<file path="src/rtl/rs_encoder_seq_if.sv">
// Handshake/data bundle between an RS(15,9) encoder and its user.
// The master drives the message and start strobe; the slave returns the codeword.
interface rs_encoder_seq_if;
    logic [35:0] messageIn;
    logic        encodeMessage;
    logic [59:0] codeWordOut;
    logic        codeWordValid;
    logic        encoderBusy;

    modport master (
        output messageIn,
        output encodeMessage,
        input  codeWordOut,
        input  codeWordValid,
        input  encoderBusy
    );

    modport slave (
        input  messageIn,
        input  encodeMessage,
        output codeWordOut,
        output codeWordValid,
        output encoderBusy
    );
endinterface

</file>
<file path="src/rtl/rs_encoder_seq.sv">
// Sequential systematic RS(15,9) encoder over GF(16), x^4+x+1.
// A 6-stage LFSR absorbs one message symbol per clock, highest degree first.
module rs_encoder_seq (
    input  logic              clk,
    input  logic              reset,
    rs_encoder_seq_if.slave   bus
);
    typedef enum logic [1:0] {IDLE, SHIFT, DONE} state_t;

    // Generator coefficients g0..g5 (g6 = 1), alpha = 4'b0010.
    localparam logic [3:0] G0 = 4'hC;
    localparam logic [3:0] G1 = 4'hA;
    localparam logic [3:0] G2 = 4'hC;
    localparam logic [3:0] G3 = 4'h3;
    localparam logic [3:0] G4 = 4'h9;
    localparam logic [3:0] G5 = 4'h7;
    localparam logic [3:0] LAST_CNT = 4'd8;

    function automatic logic [3:0] gf_mul(input logic [3:0] a, input logic [3:0] b);
        logic [3:0] p;
        logic [3:0] aa;
        p  = '0;
        aa = a;
        for (int unsigned i = 0; i < 4; i++) begin
            if (b[i]) p = p ^ aa;
            aa = {aa[2:0], 1'b0} ^ {2'b00, aa[3], aa[3]};
        end
        return p;
    endfunction

    state_t           state_q, state_d;
    logic [35:0]      msg_q, msg_d;
    logic [5:0][3:0]  r_q, r_d;
    logic [3:0]       cnt_q, cnt_d;
    logic [59:0]      cw_q, cw_d;
    logic             valid_q, valid_d;
    logic             busy_q, busy_d;

    logic [3:0]       sym_idx;
    logic [5:0]       sym_base;
    logic [3:0]       sym;
    logic [3:0]       fb;
    logic [5:0][3:0]  r_shift;

    always_comb begin
        sym_idx  = LAST_CNT - cnt_q;
        sym_base = {sym_idx, 2'b00};
        sym      = msg_q[sym_base +: 4];
        fb       = sym ^ r_q[5];
        r_shift[5] = r_q[4] ^ gf_mul(fb, G5);
        r_shift[4] = r_q[3] ^ gf_mul(fb, G4);
        r_shift[3] = r_q[2] ^ gf_mul(fb, G3);
        r_shift[2] = r_q[1] ^ gf_mul(fb, G2);
        r_shift[1] = r_q[0] ^ gf_mul(fb, G1);
        r_shift[0] = gf_mul(fb, G0);
    end

    always_comb begin
        state_d = state_q;
        msg_d   = msg_q;
        r_d     = r_q;
        cnt_d   = cnt_q;
        cw_d    = cw_q;
        valid_d = 1'b0;
        busy_d  = busy_q;
        case (state_q)
            IDLE: begin
                if (bus.encodeMessage) begin
                    msg_d   = bus.messageIn;
                    r_d     = '0;
                    cnt_d   = '0;
                    state_d = SHIFT;
                end
            end
            SHIFT: begin
                r_d    = r_shift;
                busy_d = 1'b1;
                cnt_d  = cnt_q + 4'd1;
                if (cnt_q == LAST_CNT) state_d = DONE;
            end
            DONE: begin
                // Packed r_q flattens to {r5,...,r0}, i.e. parity in positions 5..0.
                cw_d    = {msg_q, r_q};
                valid_d = 1'b1;
                busy_d  = 1'b0;
                state_d = IDLE;
                if (bus.encodeMessage) begin
                    msg_d   = bus.messageIn;
                    r_d     = '0;
                    cnt_d   = '0;
                    state_d = SHIFT;
                end
            end
            default: state_d = IDLE;
        endcase
    end

    always_ff @(posedge clk) begin
        if (reset) begin
            state_q <= IDLE;
            msg_q   <= '0;
            r_q     <= '0;
            cnt_q   <= '0;
            cw_q    <= '0;
            valid_q <= 1'b0;
            busy_q  <= 1'b0;
        end else begin
            state_q <= state_d;
            msg_q   <= msg_d;
            r_q     <= r_d;
            cnt_q   <= cnt_d;
            cw_q    <= cw_d;
            valid_q <= valid_d;
            busy_q  <= busy_d;
        end
    end

    assign bus.codeWordOut   = cw_q;
    assign bus.codeWordValid = valid_q;
    assign bus.encoderBusy   = busy_q;
endmodule

</file>
<file path="src/flat_wrapper.sv">
// flat-port wrapper written by rule: the top's interface ports become plain ports
module rs_encoder_seq_flat 
  (clk, reset, bus_messageIn, bus_encodeMessage, bus_codeWordOut, bus_codeWordValid, bus_encoderBusy);
  rs_encoder_seq_if bus_i ();
  input  logic clk;
  input  logic reset;
  input wire logic [$bits(bus_i.messageIn)-1:0] bus_messageIn;
  input wire logic [$bits(bus_i.encodeMessage)-1:0] bus_encodeMessage;
  output wire logic [$bits(bus_i.codeWordOut)-1:0] bus_codeWordOut;
  output wire logic [$bits(bus_i.codeWordValid)-1:0] bus_codeWordValid;
  output wire logic [$bits(bus_i.encoderBusy)-1:0] bus_encoderBusy;
  assign bus_i.messageIn = bus_messageIn;
  assign bus_i.encodeMessage = bus_encodeMessage;
  assign bus_codeWordOut = bus_i.codeWordOut;
  assign bus_codeWordValid = bus_i.codeWordValid;
  assign bus_encoderBusy = bus_i.encoderBusy;
  rs_encoder_seq u_core (.clk(clk), .reset(reset), .bus(bus_i));
endmodule
</file>
<file path="config.mk">
export PLATFORM = sky130hd
export DESIGN_NAME = rs_encoder_seq_flat
export DESIGN_NICKNAME = d
export VERILOG_FILES = /design/src/rtl/rs_encoder_seq_if.sv /design/src/rtl/rs_encoder_seq.sv /design/src/flat_wrapper.sv
export SDC_FILE = /design/constraint.sdc
export NUM_CORES = 1
export LEC_CHECK = 0
export CAP_MARGIN = 20
export CORE_MARGIN = 2
export CORE_UTILIZATION = 35
export CTS_CLUSTER_SIZE = 28
export DETAILED_ROUTE_END_ITERATION = 6
export PLACE_DENSITY_LB_ADDON = 0.25
export SYNTH_ARGS = -nofsm -noshare
export SYNTH_HDL_FRONTEND = slang
export SYNTH_SLANG_ARGS = --single-unit
</file>
<file path="constraint.sdc">
create_clock -name clk -period 6.8 [get_ports clk]
set_input_delay 2.04 -clock clk [delete_from_list [all_inputs] [get_ports clk]]
set_output_delay 2.04 -clock clk [all_outputs]
set_load 0.01 [all_outputs]
</file>
---- Yosys cells after proc, flatten, opt, wreduce, memory -nomap -nowiden ----
Cells that the tools add are included.
storage, ports and cells
  register bits ........................... 128
  input port bits ......................... 39
  output and inout port bits .............. 62
  word-level logic and storage cells ...... 52
cells by class
  add/subtract/negate cells ............... 2
  equality and inequality tests ........... 6
  shift operators ......................... 1
  multiplexer cells ....................... 10
  bitwise logic cells ..................... 14
  reduce and logical (&&, ||, !) cells .... 7
operator list
  cell                   count
  $pmux W24 S2           1
  $xor A4 B4 Y4          11
  $shiftx A36 B7 Y4      1
  $mux W24               1
  $xor A4 B2 Y4          3
  $pmux W4 S2            1
  $pmux W2 S3            1
  $reduce_and A2 Y1      3
  $add A4 B1 Y4 const B  1
  $eq A4 B4 Y1 const B   1
  $mux W2                2
  $mux W4                1
  $ne A2 B1 Y1 const B   2
  $reduce_bool A2 Y1     2
  $sub A4 B4 Y4 const A  1
  $eq A2 B1 Y1 const B   1
  $eq A2 B2 Y1 const B   1
  $logic_not A2 Y1       1
  $mux W1                2
  $ne A2 B2 Y1 const B   1
  $pmux W1 S2            1
  $reduce_or A2 Y1       1

---- Depth between registers and ports, before layout ----
  depth in word-level cells ............... 9
  depth in mapped cells ................... 13
  depth with buffers taken out ............ 10

---- Worst setup path after synthesis ----
OpenSTA, ideal clock, no wires.
  path type ............................... reg-to-reg
  from .................................... register u_core.cnt_q[0]
  to ...................................... register u_core.r_q[20] in the netlist's numbering
  library setup time ...................... 0.117 ns
  arrival time ............................ 3.295 ns
  required time ........................... 6.683 ns
  slack ................................... 3.389 ns
  stages on the path, launching flop included .. 14
  buffers on the path ..................... 3
  clock period less this slack ............ 3.411 ns
  path through ............................ dfxtp_1 -> buf_2 -> inv_1 -> ha_1 -> buf_4 -> buf_4 -> mux2_1 -> or3_1 -> and3_1 -> a221oi_4 -> xnor2_1 -> xor2_1 -> xnor2_1 -> a22o_1
between the ends
  word-level cells in the longest chain between the ends .. 8
  elaborated cells on any way between the ends .. 9
  those cells by class .................... add/sub (1); shift (1); mux (1); bitwise (6)
RTL lines
  element                                         line                                        source
  start, declared                                 rs_encoder_seq.sv:34                        logic [3:0] cnt_q, cnt_d;
  start signal, assigned                          rs_encoder_seq.sv:111                       cnt_q <= cnt_d;
  $sub A4 B4 Y4 *                                 rs_encoder_seq.sv:46                        sym_idx = LAST_CNT - cnt_q;
  $shiftx A36 B7 Y4 *                             rs_encoder_seq.sv:48                        sym = msg_q[sym_base +: 4];
  $xor A4 B4 Y4 *                                 rs_encoder_seq.sv:49                        fb = sym ^ r_q[5];
  $xor A4 B2 Y4                                   rs_encoder_seq.sv:26                        aa = {aa[2:0], 1'b0} ^ {2'b00, aa[3], aa[3]};
  $xor A4 B4 Y4 or $xor A4 B2 Y4 (tied branches)  rs_encoder_seq.sv:25, rs_encoder_seq.sv:26
  $xor A4 B4 Y4 *                                 rs_encoder_seq.sv:25                        if (b[i]) p = p ^ aa;
  $xor A4 B4 Y4 *                                 rs_encoder_seq.sv:50                        r_shift[5] = r_q[4] ^ gf_mul(fb, G5);
  $pmux W24 S2 *                                  rs_encoder_seq.sv:66                        case (state_q)
  end signal, assigned                            rs_encoder_seq.sv:110                       r_q <= r_d;
  end, declared                                   rs_encoder_seq.sv:33                        logic [5:0][3:0] r_q, r_d;
Mark *: on every way between the ends. The rest lies on a longest branch, timed or not.
A chain may end at the register's enable or synchronous reset.

---- Worst setup path after layout ----
  from .................................... register u_core.cnt_q[0]
  to ...................................... register u_core.r_q[6] in the netlist's numbering
between the ends
  word-level cells in the longest chain between the ends .. 9
RTL lines
  element                     line                  source
  $sub A4 B4 Y4 *             rs_encoder_seq.sv:46
  $shiftx A36 B7 Y4 *         rs_encoder_seq.sv:48
  $xor A4 B4 Y4 *             rs_encoder_seq.sv:49
  $xor A4 B2 Y4 *             rs_encoder_seq.sv:26
  $xor A4 B2 Y4 (2 in a row)  rs_encoder_seq.sv:26
  $xor A4 B4 Y4 *             rs_encoder_seq.sv:25
  $xor A4 B4 Y4 *             rs_encoder_seq.sv:54  r_shift[1] = r_q[0] ^ gf_mul(fb, G1);
  $pmux W24 S2 *              rs_encoder_seq.sv:66
Marked as above.

==> impl_metrics.tcl <==
set metrics [dict create \
    tightest_slew_ps 1090 \
    routed_wl_mm 13.02 \
    fillerInstances 1473 \
    synth_ff_type "dfxtp_1" \
    dp_hpwl_mm 9.198 \
    max_freq_ghz 0.2475 \
    status "complete, no violations" \
    viasPerCell 4.883 \
    antenna_found_initial 0 \
    critical_path_required_ps 7110 \
    startpoint_type "flip-flop" \
    placement.io_buffers 100 \
    die_y_um 128.5 \
    critPathSlowestCell "ha_1" \
    m1WireLength_mm 6.000 \
    final_core_util 0.4702 \
    yosysUniqueCellTypes 46 \
    numCtsBuffers 17 \
    cp_cell_sequence "inv_1 > ha_1 > mux2i_1 > mux4_1 > a2bb2oi_2 > xnor2_4 > xnor3_2 > xnor2_2 > xnor2_1 > a22o_1" \
    pwr_density_cell_mw_per_mm2 281.0 \
    reg2reg_slack_ps 2760 \
    max_slew_margin 0.2732 \
    synthToLayoutAreaGrowth_pct 31.70 \
    dr.pass1.iters 4 \
    path_clk_slew_ps 50 \
    cts_tree "built" \
    rsz0062_at_grt "no" \
    multi_input_area_mm2 0.002703 \
    yosys_warnings 0 \
    vdd_ir_drop_max_v 0.0001817 \
    syn-mean-instance-area_um2 9.641 \
    finalWeightedCongestion 0.8376 \
    regArea_mm2 0.002562 \
    cp.arrival_ps 4350 \
    nNetsFinal 697 \
    rows 45 \
    drv_slew 0 \
    async_flop_share 0 \
    finalHoldViolCount 0 \
    netlist_instances 563 \
    hp-class "reg2reg" \
    syn-num-nets 609 \
    crit_path_end_kind "flip-flop" \
    cts_num_sinks 128 \
    diodes 0 \
    dieArea_mm2 0.01652 \
    grt_pass1_vias 4150 \
    wl_met3_um 577 \
    wl_per_cell_um 15.34 \
    drc 0 \
    vias 4146 \
    cts_max_level 4 \
    drive_above_1_share 0.08018 \
    ys_ff_latch 128 \
    crit_type "reg2reg" \
    worstPathMaxFanout 17 \
    clockBufferDepth 2 \
    grt-ovfl-total 0 \
    slowest_delay_ps 870 \
    timing.setup.tns_ps 0 \
    num_io_pins 101 \
    grt_start_max_net_pins 68 \
    cts_setup_buffers 0 \
    insertion_delay_ps 420 \
    syn_area_mm2 0.005428 \
    first_iter_violations 211 \
    dieWidth_um 128.5 \
    post-route-min-period_ps 4040 \
    track_usage 0.1634 \
    ys_seq_area_frac 0.4721 \
    maxCapViolations 0 \
    highest_layer "met4" \
    p_leak_nw 2.568 \
    synth_edf_count 0 \
    finalCritPeriodShare 0.5942 \
    finalClockSkew_ps 9.643 \
    grt_pass1_wl_mm 21.02 \
    ctsRootBufferMaster "clkbuf_16" \
    initial_core_util 0.3570 \
    holdBufCountCts 0 \
    core_mm2 0.01520 \
    setup_viol 0 \
    drtAntennaViolNets 0 \
    wl_met2_mm 6.150 \
    post_cts_resize_count 0 \
    timing.hold.ws_ps 478.1 \
]
## sequential cells by signal, indices dropped and copies added, names as in the netlist
signal / count
u_core.bus.encoderBusy: 1
u_core.state_q: 2
u_core.cnt_q: 4
u_core.r_q: 24
u_core.bus.codeWordOut: 60
u_core.bus.codeWordValid: 1
u_core.msg_q: 36
## per-stage QoR
step	cells	cell area, um2	power, mW	setup slack [ps]
3_3_place_gp	820	6563	1.111	2893
3_5_place_dp	820	6563	1.117	2769
2_1_floorplan	563	5428	1.033	3389
5_1_grt	849	7148	2.091	2466
6_report	849	7148	2.009	2760
4_1_cts	849	7148	2.030	2754
## report_power, final
part | switching, mW | total [mW] | internal, mW
logic | 0.149 | 0.289 | 0.139
registers | 0.0313 | 0.810 | 0.779
clock network | 0.313 | 0.910 | 0.598
## worst paths after layout
check | from | to | depth (start not counted)
worst min register to register | u_core.msg_q[17] | u_core.msg_q[17] | 2
worst max-delay path | u_core.cnt_q[0] | u_core.r_q[6] | 10
worst min-delay path | u_core.msg_q[17] | u_core.msg_q[17] | 2
worst max register to register | u_core.cnt_q[0] | u_core.r_q[6] | 10
## cell type report
| class | instances | area share |
|---|---|---|
| Multi-Input combinational cell | 393 | 0.3781 |
| Clock buffer | 23 | 0.06686 |
| Sequential cell | 128 | 0.3585 |
| Clock inverter | 6 | 0.01505 |
| Timing Repair Buffer | 106 | 0.1460 |
| Tap cell | 188 | 0.03291 |
| Inverter | 5 | 0.002626 |
## per-layer routing
layer	vias up	track usage
met5	-	0
met4	0	0.07097
met1	1937	0.2009
li1	2081	-
met3	24	0.04532
met2	104	0.2694
## cell usage after synthesis (4+ instances only)
library cell	count	area (um2)
a21oi_1	45	225.2
a22oi_1	15	112.6
buf_1	4	15.01
clkbuf_1	28	105.1
dfxtp_1	128	2562
ha_1	7	87.58
inv_1	5	18.77
mux2i_1	74	740.7
nand2_1	78	292.8
nor2_1	90	337.8
o21ai_0	5	25.02
xnor2_1	16	140.1
xor2_1	10	87.58
## logic make-up (layout without fill, tap and decap cells)
logic type	after synthesis	after routing	share of synthesized area
and+or+nand+nor	191	191	0.1443
DFF	128	128	0.4721
AOI/OAI and AO/OA	80	80	0.09751
muxes	80	80	0.1593
buffers and inverters	42	140	0.03342
xor gates and xnor gates	35	35	0.07722
adders and majority gates	7	7	0.01614
## cell usage in the layout (no fill, tap or decap), types with 2 or more instances in the layout
| master | count |
|---|---|
| mux2i_1 | 74 |
| clkbuf_1 | 3 |
| a2bb2oi_2 | 2 |
| xnor3_2 | 3 |
| dfxtp_1 | 128 |
| mux4_1 | 3 |
| xor2_2 | 2 |
| and3_1 | 2 |
| clkbuf_8 | 3 |
| nor2b_1 | 2 |
| o21ai_1 | 2 |
| a21oi_1 | 45 |
| inv_1 | 5 |
| ha_1 | 6 |
| a22o_1 | 3 |
| xnor2_1 | 16 |
| buf_4 | 7 |
| clkinv_2 | 2 |
| clkdlybuf4s50_1 | 99 |
| or3_1 | 2 |
| o21ai_0 | 5 |
| nor3_1 | 3 |
| a22oi_1 | 15 |
| xnor2_4 | 2 |
| nor2_1 | 90 |
| xnor2_2 | 2 |
| o31a_1 | 2 |
| xor2_1 | 10 |
| bufinv_16 | 3 |
| nand3_1 | 2 |
| nand2b_1 | 2 |
| nand2_1 | 78 |
| nand3b_1 | 3 |
| clkbuf_16 | 17 |
## worst max-delay path, delay by kind of cell, from the launching register on
kind / cells / cell delay [ps]
compound gates: 2 / 380
xor+xnor: 4 / 1120
mux: 2 / 760
fa+ha+maj: 1 / 870
buf+inv: 1 / 220
flops: 1 / 570
(Power assumes the default switching activity.)
